`src/rtl/md_hilo_sched.sv`:
```
// HI/LO multi-cycle scheduler: sequences the mult/div unit through a fixed
// busy window after an EX-stage issue and stalls decode while a HI/LO
// consumer or producer sits in ID during that window.
module md_hilo_sched #(
   parameter int unsigned MULT_CYC = 5,
   parameter int unsigned DIV_CYC  = 10,
   parameter int unsigned CW       = 4
) (
   input  logic       Clk,
   input  logic       Reset,
   input  logic       IntReq,
   input  logic       md_start_E,
   input  logic [1:0] md_op_E,
   input  logic       hilo_use_D,
   output logic       Start,
   output logic       Signed_E,
   output logic       Div_E,
   output logic       Busy,
   output logic       Done,
   output logic       Stall_MD
);

   typedef enum logic {
      IDLE = 1'b0,
      RUN  = 1'b1
   } state_t;

   // Counter load values are latency-1 so that counter==0 marks the last busy cycle.
   localparam logic [CW-1:0] MULT_LD = CW'(MULT_CYC - 1);
   localparam logic [CW-1:0] DIV_LD  = CW'(DIV_CYC - 1);

   state_t        state_q, state_d;
   logic [CW-1:0] cnt_q, cnt_d;
   logic          start_q, start_d;
   logic          busy_q, busy_d;
   logic          done_q, done_d;
   logic          signed_q, signed_d;
   logic          div_q, div_d;

   logic          issue;
   logic [CW-1:0] load_val;

   assign issue    = (state_q == IDLE) && md_start_E && !IntReq;
   assign load_val = md_op_E[1] ? DIV_LD : MULT_LD;

   // Next-state decode; Done is decoded one cycle early so it is registered.
   always_comb begin
      state_d  = state_q;
      cnt_d    = cnt_q;
      start_d  = 1'b0;
      busy_d   = 1'b0;
      done_d   = 1'b0;
      signed_d = signed_q;
      div_d    = div_q;
      case (state_q)
         IDLE: begin
            if (issue) begin
               state_d  = RUN;
               cnt_d    = load_val;
               start_d  = 1'b1;
               busy_d   = 1'b1;
               done_d   = (load_val == '0);
               div_d    = md_op_E[1];
               signed_d = ~md_op_E[0];
            end
         end
         RUN: begin
            // Issues arriving while running are ignored; only the countdown advances.
            if (cnt_q == '0) begin
               state_d = IDLE;
            end else begin
               cnt_d  = cnt_q - CW'(1);
               busy_d = 1'b1;
               done_d = (cnt_q == CW'(1));
            end
         end
         default: state_d = IDLE;
      endcase
   end

   // State and output registers, cleared asynchronously by Reset.
   always_ff @(posedge Clk or negedge Reset) begin
      if (!Reset) begin
         state_q  <= IDLE;
         cnt_q    <= '0;
         start_q  <= 1'b0;
         busy_q   <= 1'b0;
         done_q   <= 1'b0;
         signed_q <= 1'b0;
         div_q    <= 1'b0;
      end else begin
         state_q  <= state_d;
         cnt_q    <= cnt_d;
         start_q  <= start_d;
         busy_q   <= busy_d;
         done_q   <= done_d;
         signed_q <= signed_d;
         div_q    <= div_d;
      end
   end

   assign Start    = start_q;
   assign Busy     = busy_q;
   assign Done     = done_q;
   assign Signed_E = signed_q;
   assign Div_E    = div_q;
   assign Stall_MD = hilo_use_D & (busy_q | (md_start_E & ~IntReq));

endmodule

```
`config.mk`:
```
export PLATFORM = sky130hd
export DESIGN_NAME = md_hilo_sched
export DESIGN_NICKNAME = d
export VERILOG_FILES = /design/src/rtl/md_hilo_sched.sv
export SDC_FILE = /design/constraint.sdc
export NUM_CORES = 1
export LEC_CHECK = 0
export CORE_AREA = 2 2 39 41
export DETAILED_ROUTE_END_ITERATION = 10
export DIE_AREA = 0 0 41 43
export HOLD_SLACK_MARGIN = 0.1
export PLACE_DENSITY_LB_ADDON = 0.2
export SETUP_SLACK_MARGIN = 0.5
export SYNTH_ARGS = -nofsm -noshare
export SYNTH_HDL_FRONTEND = slang
export SYNTH_SLANG_ARGS = --single-unit
```
`constraint.sdc`:
```
create_clock -name Clk -period 3.9 [get_ports Clk]
set_clock_uncertainty 0.2 [all_clocks]
set_input_delay 1.17 -clock Clk [delete_from_list [all_inputs] [get_ports Clk]]
set_output_delay 1.17 -clock Clk [all_outputs]
set_load 0.005 [all_outputs]
```
==> results.py <==
metrics = {
    "pwr": {
        "leakage_nw": 0.2846,
        "ir_drop_mv": 0.3729,
        "power_per_cell_area_nw_per_um2": 674.1,
    },
    "detailed_routing": {
        "initialDrtViolationCount": 5,
        "firstDrtPassIters": 2,
        "wl_per_cell_microns": 11.86,
        "drc": 0,
        "wirelength_microns": 878,
        "antenna_left": 0,
        "vias_per_cell": 4.986,
        "vias": 369,
    },
    "synth": {
        "synth_nets": 51,
        "ys_seq_area_share_pct": 48.39,
        "synth_cells": 42,
        "yosysWarnings": 0,
        "yosysTopAreaCell": "dfrtp_1",
        "post-synth-top-count-cell": "dfrtp_1",
        "synth_cell_types": 24,
        "synth-edff-count": 0,
        "synth_area_leaders": "dfrtp_1 (48%), mux2i_1 (6.5%), ha_1 (5.4%), mux2_2 (4.8%), nor3b_1 (3.2%)",
        "async_flop_share_pct": 100.0,
        "ys.flop_type": "dfrtp_1",
        "synth_common_cells": "dfrtp_1 (9), mux2i_1 (3), nand2_1 (3)",
        "synth.top_cell.area_share_pct": 48.39,
        "ys_ff_latch": 9,
        "syn_area_sq_um": 465.4,
        "synth_area_per_cell_sq_um": 11.08,
    },
    "flow_run": {
        "maxCapViolCount": 0,
    },
    "placement": {
        "dp_cells": 70,
        "dpl_cell_area_sq_um": 609.3,
        "place_congestion": 0.7152,
        "port_buffers": 12,
        "dp_hpwl_microns": 626.6,
    },
    "grt": {
        "grt_pass1_vias": 341,
        "grt_overflow_total": 0,
        "grt_antenna_before_repair": 0,
        "grt_pass1_wl_microns": 1462,
        "grt_usage_pct": 12.55,
        "grt_max_degree": 17,
    },
    "clock_tree": {
        "clk_latency_ns": 0.26,
        "h-tree-depth": 1,
        "cts.sinks": 9,
        "cts_tree": "built",
        "path_clk_slew_ns": 0.06,
        "cts_buffers": 3,
        "cts.path.max_buffers": 2,
        "clockRootBuffer": "clkbuf_4",
        "post-cts-setup-buffer-count": 0,
    },
    "layout": {
        "stdcell_area_sq_um": 639.4,
        "antenna_cells": 0,
        "postLayoutCoreUtil_pct": 46.20,
        "fin_nets": 68,
        "syn_to_final_growth_pct": 37.37,
        "drive_above_1_share_pct": 15.52,
        "finalNonFillerCells": 74,
    },
    "timing": {
        "setup_viol": 0,
        "max_slew_margin_pct": 68.45,
        "drv_slew": 0,
        "worstMarginPinSlew_ns": 0.4733,
        "period_share_pct": 85.66,
        "hold_viol": 0,
        "holdWs_ns": 0.3079,
        "min_period_ns": 3.341,
        "fmax_ghz": 0.2993,
        "setup-tns-final_ns": 0,
        "grt_setup_unrepaired": "false",
    },
    "worst_setup_path": {
        "cp_data_required_time_ns": 2.53,
        "worstSetupStartpointType": "input pin",
        "crit_type": "input pin to primary output",
        "worstPathMaxFanout": 3,
        "cp-end-kind": "primary output",
        "cp.arrival_ns": 1.97,
    },
    "floorplanning": {
        "die_y_microns": 43,
        "core.rowCount": 14,
        "dieArea_sq_um": 1763,
        "start_util_pct": 33.63,
        "ios": 13,
        "die_w_microns": 41,
        "core_area_sq_um": 1384,
    },
    "outcome": {
        "outcome": "finished, final reports clean",
    },
    "min_path": {
        "min_path_type": "register to register",
    },
}
-- cells by family (layout without fill, tap and decap cells) --
group | Yosys count | count (layout) | synth area share, %
and+or+nand+nor | 15 | 15 | 19.09
DFF | 9 | 9 | 48.39
AOI/OAI and AO/OA | 8 | 8 | 13.44
muxes | 5 | 5 | 11.29
buffers and inverters | 3 | 19 | 2.419
adders and majority gates | 2 | 2 | 5.375
-- critical path, cell delays in order --
cell and delay [ns]:
dlygate4sd2_1 0.26, nor2b_4 0.13, o21a_1 0.16, dlygate4sd2_1 0.25
-- repair_timing --
item / in CTS / in global routing
gates resized for setup: 5 / 0
endpoints found under the setup margin: 1 / 0
hold buffers: 0 / 0
-- path summary, 6_finish.rpt --
check,depth (start not counted),end,startpoint,slack [ns]
max,4,Stall_MD,md_start_E,0.56
min,1,Div_E,Div_E,0.31
max reg2reg,3,cnt_q[3],cnt_q[2],2.20
min reg2reg,1,Div_E,Div_E,0.31
max in group asynchronous,1,Div_E,Reset,2.19
min in group asynchronous,1,Done,Reset,1.01
-- area by class of cell --
type / count / area, sq um
well taps: 16 / 20.02
clock buffers: 4 / 26.28
flip-flops and latches: 9 / 225.2
multi-input cells: 30 / 236.5
repair buffers: 13 / 123.9
inverters: 2 / 7.507
fillers: 132 / 744.5
-- routing by layer --
metal  track usage (%)  part of all wire [%]
met5                 0                     0
met4             2.000                     0
met3             7.853                   7.9
met2             17.50                    46
met1             16.50                    46
-- state kept, by name, summed over array words and instances (netlist names) --
register and flops:
cnt_q 4, Done 1, Signed_E 1, Div_E 1, Start 1, Busy 1
-- stage by stage --
step / total power, mW / setup WS, ns
after floorplan: 0.2936 / 1.053
after global placement: 0.3642 / 0.05866
after detailed placement: 0.3665 / 0.08252
after CTS: 0.4389 / 0.5541
after global routing: 0.4719 / 0.5291
final: 0.4310 / 0.5592
-- power by group --
part | internal (mW) | total [mW] | switching [mW]
Combinational | 0.112 | 0.181 | 0.0693
Sequential | 0.134 | 0.180 | 0.0465
Clock | 0.0393 | 0.0697 | 0.0304
Total | 0.285 | 0.431 | 0.146
-- layout by cell type, fill, tap and decap left out, types with 2 or more instances in the layout --
master and n:
mux2i_1 3, nor3b_1 2, mux2_2 2, dlygate4sd2_1 3
inv_1 2, dfrtp_1 9, clkdlybuf4s50_1 9, ha_1 2
o21ai_0 2, nor2_1 2, clkbuf_4 3, nand2_1 3
No activity file was read; power rests on OpenSTA's default activity.
